### src/rtl/display_pkg.sv
// Shared segment codes, BCD-to-segment decode and FSM state type for the value display.
package display_pkg;

  // Active-low segment patterns, bit order {g,f,e,d,c,b,a}
  localparam logic [6:0] SEG_0     = 7'b1000000;
  localparam logic [6:0] SEG_1     = 7'b1111001;
  localparam logic [6:0] SEG_2     = 7'b0100100;
  localparam logic [6:0] SEG_3     = 7'b0110000;
  localparam logic [6:0] SEG_4     = 7'b0011001;
  localparam logic [6:0] SEG_5     = 7'b0010010;
  localparam logic [6:0] SEG_6     = 7'b0000010;
  localparam logic [6:0] SEG_7     = 7'b1111000;
  localparam logic [6:0] SEG_8     = 7'b0000000;
  localparam logic [6:0] SEG_9     = 7'b0010000;
  localparam logic [6:0] SEG_BLANK = 7'b1111111;
  localparam logic [6:0] SEG_DASH  = 7'b0111111;

  typedef enum logic [1:0] {
    IDLE = 2'd0,
    CONV = 2'd1,
    DONE = 2'd2,
    SHOW = 2'd3
  } state_t;

  // Decimal digit to segment pattern; non-decimal codes render blank
  function automatic logic [6:0] bcd_to_seg(input logic [3:0] nibble);
    case (nibble)
      4'd0:    bcd_to_seg = SEG_0;
      4'd1:    bcd_to_seg = SEG_1;
      4'd2:    bcd_to_seg = SEG_2;
      4'd3:    bcd_to_seg = SEG_3;
      4'd4:    bcd_to_seg = SEG_4;
      4'd5:    bcd_to_seg = SEG_5;
      4'd6:    bcd_to_seg = SEG_6;
      4'd7:    bcd_to_seg = SEG_7;
      4'd8:    bcd_to_seg = SEG_8;
      4'd9:    bcd_to_seg = SEG_9;
      default: bcd_to_seg = SEG_BLANK;
    endcase
  endfunction

endpackage

### src/rtl/bin2bcd_seq.sv
// Sequential shift-add-3 binary to BCD converter, one input bit per clock.
module bin2bcd_seq #(
  parameter int unsigned VALUE_W    = 10,
  parameter int unsigned BCD_DIGITS = 5
) (
  input  logic                    clk,
  input  logic                    rst_n,
  input  logic                    clear,
  input  logic                    start,
  input  logic [VALUE_W-1:0]      bin,
  output logic                    busy,
  output logic                    done,
  output logic                    carry,
  output logic [BCD_DIGITS*4-1:0] bcd
);

  localparam int unsigned BCD_W = BCD_DIGITS * 4;
  localparam int unsigned SR_W  = BCD_W + VALUE_W;
  localparam int unsigned CNT_W = $clog2(VALUE_W + 1);

  logic [SR_W-1:0]  sr;
  logic [SR_W-1:0]  sr_adj;
  logic [CNT_W-1:0] cnt;

  // Add 3 to every BCD nibble that is 5 or more before the shift
  always_comb begin
    sr_adj = sr;
    for (int i = 0; i < int'(BCD_DIGITS); i++) begin
      if (sr[VALUE_W + 4*i +: 4] >= 4'd5) begin
        sr_adj[VALUE_W + 4*i +: 4] = sr[VALUE_W + 4*i +: 4] + 4'd3;
      end
    end
  end

  // Shift datapath and bit counter; done is high during the cycle whose
  // closing edge performs the final shift, carry flags digits lost off the top
  always_ff @(posedge clk or negedge rst_n) begin
    if (!rst_n) begin
      sr    <= '0;
      cnt   <= '0;
      busy  <= 1'b0;
      done  <= 1'b0;
      carry <= 1'b0;
    end else if (clear) begin
      cnt   <= '0;
      busy  <= 1'b0;
      done  <= 1'b0;
      carry <= 1'b0;
    end else if (start) begin
      sr    <= {{BCD_W{1'b0}}, bin};
      cnt   <= CNT_W'(VALUE_W);
      busy  <= 1'b1;
      done  <= (VALUE_W == 1);
      carry <= 1'b0;
    end else if (cnt != '0) begin
      sr    <= {sr_adj[SR_W-2:0], 1'b0};
      cnt   <= cnt - CNT_W'(1);
      busy  <= (cnt != CNT_W'(1));
      done  <= (cnt == CNT_W'(2));
      carry <= carry | sr_adj[SR_W-1];
    end else begin
      done  <= 1'b0;
    end
  end

  assign bcd = sr[SR_W-1 -: BCD_W];

endmodule

### src/rtl/display_valor_mux.sv
// Time-multiplexed seven-segment display of a latched binary amount.
module display_valor_mux #(
  parameter int unsigned NUM_DIGITS = 4,
  parameter int unsigned VALUE_W    = 10,
  parameter int unsigned SCAN_DIV   = 50000,
  parameter int unsigned LZB        = 1
) (
  input  logic                  clk,
  input  logic                  rst_n,
  input  logic [VALUE_W-1:0]    valor,
  input  logic                  load,
  input  logic                  sinal_cancel,
  output logic                  busy,
  output logic [NUM_DIGITS-1:0] digitos,
  output logic [6:0]            segmentos,
  output logic                  Exibe_Valor
);

  import display_pkg::*;

  localparam int unsigned BCD_DIGITS = NUM_DIGITS + 1;
  localparam int unsigned BCD_W      = BCD_DIGITS * 4;
  localparam int unsigned BUF_W      = NUM_DIGITS * 4;
  localparam int unsigned IDX_W      = (NUM_DIGITS > 1) ? $clog2(NUM_DIGITS) : 1;
  localparam int unsigned PRE_W      = $clog2(SCAN_DIV);

  state_t              state;
  state_t              state_next;
  logic [PRE_W-1:0]    pre;
  logic [PRE_W-1:0]    pre_next;
  logic [IDX_W-1:0]    idx;
  logic [IDX_W-1:0]    idx_next;
  logic [BUF_W-1:0]    disp_buf;
  logic [BUF_W-1:0]    buf_next;
  logic                ovf;
  logic                ovf_next;
  logic                exibe_next;
  logic                busy_next;
  logic [NUM_DIGITS-1:0] digitos_next;
  logic [6:0]          seg_next;
  logic [NUM_DIGITS-1:0] blank;
  logic                zero_above;
  logic                conv_start;
  logic                conv_done;
  logic                conv_carry;
  logic [BCD_W-1:0]    conv_bcd;

  bin2bcd_seq #(
    .VALUE_W    (VALUE_W),
    .BCD_DIGITS (BCD_DIGITS)
  ) u_bin2bcd (
    .clk   (clk),
    .rst_n (rst_n),
    .clear (sinal_cancel),
    .start (conv_start),
    .bin   (valor),
    .busy  (),
    .done  (conv_done),
    .carry (conv_carry),
    .bcd   (conv_bcd)
  );

  // FSM state register
  always_ff @(posedge clk or negedge rst_n) begin
    if (!rst_n) begin
      state <= IDLE;
    end else begin
      state <= state_next;
    end
  end

  // Next state, display buffer capture and conversion start; cancel wins
  always_comb begin
    state_next = state;
    buf_next   = disp_buf;
    ovf_next   = ovf;
    exibe_next = Exibe_Valor;
    conv_start = 1'b0;
    case (state)
      IDLE, SHOW: begin
        if (load) begin
          state_next = CONV;
          conv_start = 1'b1;
        end
      end
      CONV: begin
        if (conv_done) begin
          state_next = DONE;
        end
      end
      DONE: begin
        state_next = SHOW;
        buf_next   = conv_bcd[BUF_W-1:0];
        ovf_next   = (conv_bcd[BCD_W-1 -: 4] != 4'd0) || conv_carry;
        exibe_next = 1'b1;
      end
      default: state_next = IDLE;
    endcase
    if (sinal_cancel) begin
      state_next = IDLE;
      conv_start = 1'b0;
      buf_next   = '0;
      ovf_next   = 1'b0;
      exibe_next = 1'b0;
    end
  end

  // busy follows CONV one cycle late so it covers exactly the shift cycles
  assign busy_next = (state == CONV) && !sinal_cancel;

  // Free-running digit-slot prescaler and scan index
  always_comb begin
    pre_next = pre + PRE_W'(1);
    idx_next = idx;
    if (pre == PRE_W'(SCAN_DIV - 1)) begin
      pre_next = '0;
      idx_next = (idx == IDX_W'(NUM_DIGITS - 1)) ? '0 : idx + IDX_W'(1);
    end
  end

  // Leading-zero mask, walking from the most significant digit down
  always_comb begin
    zero_above = 1'b1;
    blank      = '0;
    for (int i = 0; i < int'(NUM_DIGITS); i++) begin
      zero_above = zero_above && (buf_next[4*(int'(NUM_DIGITS)-1-i) +: 4] == 4'd0);
      blank[int'(NUM_DIGITS)-1-i] = (LZB != 0) && (i != int'(NUM_DIGITS)-1) && zero_above;
    end
  end

  // Digit enable and segment pattern for the upcoming scan slot
  always_comb begin
    digitos_next = '1;
    seg_next     = SEG_BLANK;
    for (int k = 0; k < int'(NUM_DIGITS); k++) begin
      if (exibe_next && (idx_next == IDX_W'(k)) && (ovf_next || !blank[k])) begin
        digitos_next[int'(NUM_DIGITS)-1-k] = 1'b0;
        seg_next = ovf_next ? SEG_DASH : bcd_to_seg(buf_next[4*k +: 4]);
      end
    end
  end

  // Datapath and registered outputs
  always_ff @(posedge clk or negedge rst_n) begin
    if (!rst_n) begin
      pre         <= '0;
      idx         <= '0;
      disp_buf    <= '0;
      ovf         <= 1'b0;
      busy        <= 1'b0;
      Exibe_Valor <= 1'b0;
      digitos     <= '1;
      segmentos   <= SEG_BLANK;
    end else begin
      pre         <= pre_next;
      idx         <= idx_next;
      disp_buf    <= buf_next;
      ovf         <= ovf_next;
      busy        <= busy_next;
      Exibe_Valor <= exibe_next;
      digitos     <= digitos_next;
      segmentos   <= seg_next;
    end
  end

endmodule

### config.mk
export PLATFORM = sky130hd
export DESIGN_NAME = display_valor_mux
export DESIGN_NICKNAME = d
export VERILOG_FILES = /design/src/rtl/display_pkg.sv /design/src/rtl/bin2bcd_seq.sv /design/src/rtl/display_valor_mux.sv
export SDC_FILE = /design/constraint.sdc
export NUM_CORES = 1
export LEC_CHECK = 0
export ABC_AREA = 1
export BUFFER_PORTS_ARGS = -buffer_cell sky130_fd_sc_hd__buf_4
export CORE_ASPECT_RATIO = 0.8
export CORE_UTILIZATION = 36
export CTS_CLUSTER_SIZE = 25
export DETAILED_ROUTE_END_ITERATION = 12
export PLACE_DENSITY = 0.61
export REMOVE_ABC_BUFFERS = 1
export SYNTH_ARGS = -nofsm -noshare
export SYNTH_HDL_FRONTEND = slang
export SYNTH_SLANG_ARGS = --single-unit
### constraint.sdc
create_clock -name clk -period 2.3 [get_ports clk]
set_input_delay 0.69 -clock clk [delete_from_list [all_inputs] [get_ports clk]]
set_output_delay 0.69 -clock clk [all_outputs]
set_load 0.05 [all_outputs]
==> metrics.txt <==
run status=complete, no violations; Synth async-reset ratio=1.00; most numerous cell in the Yosys netlist=nand2_1; io pins=27; Seq/Total Area, Yosys=0.397; Crit path required time=2.56 ns; final wirelength=12.0 mm; Clk Latency, worst-skew pair=0.33 ns; Avg Cell Area, Syn=about 8 µm²; final net count=between 700 and 800; vias per inst=4.95; fmax=around 450 MHz; Crit Path Class=reg -> reg; Worst-path clk slew=0.07 ns; Synth Warn #=0; IO Port Bufs=26; 1st-pass router iterations=5; Total Power=6.50 mW; period utilization=0.956; Final min period=2.20 ns; drt wl/cell=13.0 µm; depth of the CTS H-tree=3; Yosys reg bits=between 80 and 90; GR Util met3=0.0337; top cells by area, synth=dfrtp_1 34%, ha_1 9.2%, nand2_1 8.7%; Initial Utilization=0.376; Die Area=about 16,000 µm²; hold buffer count at cts=0; pin count of the biggest net entering global routing=between 40 and 50; Core Region=14,500 µm²; GRT busiest layer=met2; Final Skew=0.00612 ns; vias in the first global route=4,440; min-delay worst type=in -> async; cell taking the most area after synthesis=dfrtp_1; Pleak=3.17 nW; CTS tree=yes; Post-synth EDFFs=0; share of cells above drive strength 1=0.202; width of the die=between 100 and 150 µm; max cap viols=0; Max-slew headroom=0.533; Worst-Margin Slew=0.699 ns; Post-synth top cells=127 x nand2_1, 99 x inv_1, 91 x nor2_1; RD Place Congestion=0.875; max-slew violations=0; Fin Hold WS=0.276 ns; total global-route track usage=0.158; post-route cell area=6400 µm²; Startpoint Class=flop; Layout area overhead=17.3%; Netlist cell types=43; DRT antenna net count=0; final-report hold violation count=0; Post-DP Area=5940 µm²; initial DRC count=around 270; crit-path max FO=8; pwr dens=1020 nW/µm²; Mapped Cells=683; # DRC=0; Final HPWL DP=8.50 mm; M1 GR Usage=0.207; synthesized area=5460 µm²; global-route wire length before repair=20.1 mm; Setup violations, final=0; Vias=approximately 4,600; initial antenna violation count=0; Die Y=112 µm; clk buf depth=2; CP Launch Point=state[1]; Synth top area share=0.344; ys flop type=dfrtp_1; reg2reg start=state[1]; GRT overflow=0; Worst VDD drop=446 µV; met2 Use GR=0.264; Std-Cell Rows=39; Num CTS Buffers=9; n_diodes=0; CTS Root Cell=clkbuf_16; WP data arrival=roughly 2.5 ns; CP Capture Type=flop; Num Clock Sinks=86
-- per-stage QoR --
stage / cells / setup WS, ns / setup TNS (ns) / utilization
floorplan: 670 / -0.133 / -0.606 / -
global placement: 896 / -0.0122 / -0.0122 / 0.409
detailed placement: 896 / -0.0494 / -0.152 / 0.409
CTS: 912 / 0.00438 / 0 / 0.430
global route: 921 / -0.0253 / -0.0613 / 0.440
finish: 921 / 0.102 / 0 / 0.440
-- worst max-delay path, stage by stage (launching register included) --
cell	delay (ns)
dfrtp_1	0.43
ha_4	0.22
buf_12	0.15
or2_1	0.24
nand3_2	0.11
ha_2	0.20
nand2_2	0.07
nor2_4	0.19
buf_4	0.14
nor2_1	0.04
nand2_2	0.13
nor2_1	0.09
a21oi_2	0.13
-- flip-flops by register name (all words and copies together), names as in the netlist, 2 cells and up --
| signal | cells |
|---|---|
| state | 2 |
| disp_buf | 16 |
| u_bin2bcd.sr | 30 |
| idx | 2 |
| digitos | 4 |
| u_bin2bcd.cnt | 4 |
| pre | 16 |
| segmentos | 7 |
-- report_power, final --
| group | internal, mW | leakage (nW) | switching (mW) | total (mW) |
|---|---|---|---|---|
| combinational | 1.10 | 1.91 | 1.98 | 3.08 |
| sequential | 1.86 | 1.12 | 0.139 | 1.99 |
| clock | 0.835 | 0.139 | 0.588 | 1.42 |
-- placed cells by master (no fill, tap or decap), types with 9 or more instances in the layout --
| master | n |
|---|---|
| a21oi_1 | 12 |
| a21oi_2 | 9 |
| buf_4 | 48 |
| clkbuf_16 | 11 |
| dfrtp_1 | 75 |
| dfstp_2 | 11 |
| ha_1 | 37 |
| inv_1 | 96 |
| inv_2 | 12 |
| nand2_1 | 126 |
| nand2_2 | 11 |
| nand3_1 | 47 |
| nor2_1 | 90 |
| o211ai_1 | 13 |
| o21ai_0 | 34 |
| o32ai_1 | 12 |
| xor2_1 | 10 |
-- worst paths after layout --
check	slack [ns]	to	cells after the start
worst max-delay path	0.10	segmentos[0]	12
worst min-delay path	0.28	busy	1
worst max register to register	0.10	segmentos[0]	12
worst min register to register	0.46	pre[0]	1
max in group asynchronous	1.39	disp_buf[6]	2
min in group clk	0.46	pre[0]	1
-- cell type report --
class                           instances  area (µm²)
Clock buffer                           11         233
Clock inverter                          4        48.8
Fill cell                            1435        8140
Inverter                              110         418
Multi-Input combinational cell        474        2860
Sequential cell                        86        2170
Tap cell                              184         230
Timing Repair Buffer                   52         450
-- repair_timing --
item,4_1_cts,5_1_grt
setup buffers,1,7
cloned,0,2
resized for setup,3,16
endpoints found under the setup margin,4,7
pin swaps,1,9
-- routing by layer --
layer | vias up | routed length, µm | share of wire
met4 | 0 | 85 | 0.0071
li1 | 2298 | - | -
met3 | 12 | 409 | 0.034
met1 | 2164 | 5920 | 0.49
met2 | 84 | 5560 | 0.46
met5 | - | 0 | 0
-- logic make-up (layout without fill, tap and decap cells) --
kind of cell               count (synthesis)  in the layout  share of synthesized area
and+or+nand+nor                          319            319                      0.272
buffers and inverters                    123            177                     0.0928
AOI/OAI and AO/OA                        103            103                      0.127
DFF                                       86             86                      0.397
adders and majority gates                 40             40                     0.0916
xor gates and xnor gates                  12             12                     0.0192
No activity file was read; power rests on OpenSTA's default activity.
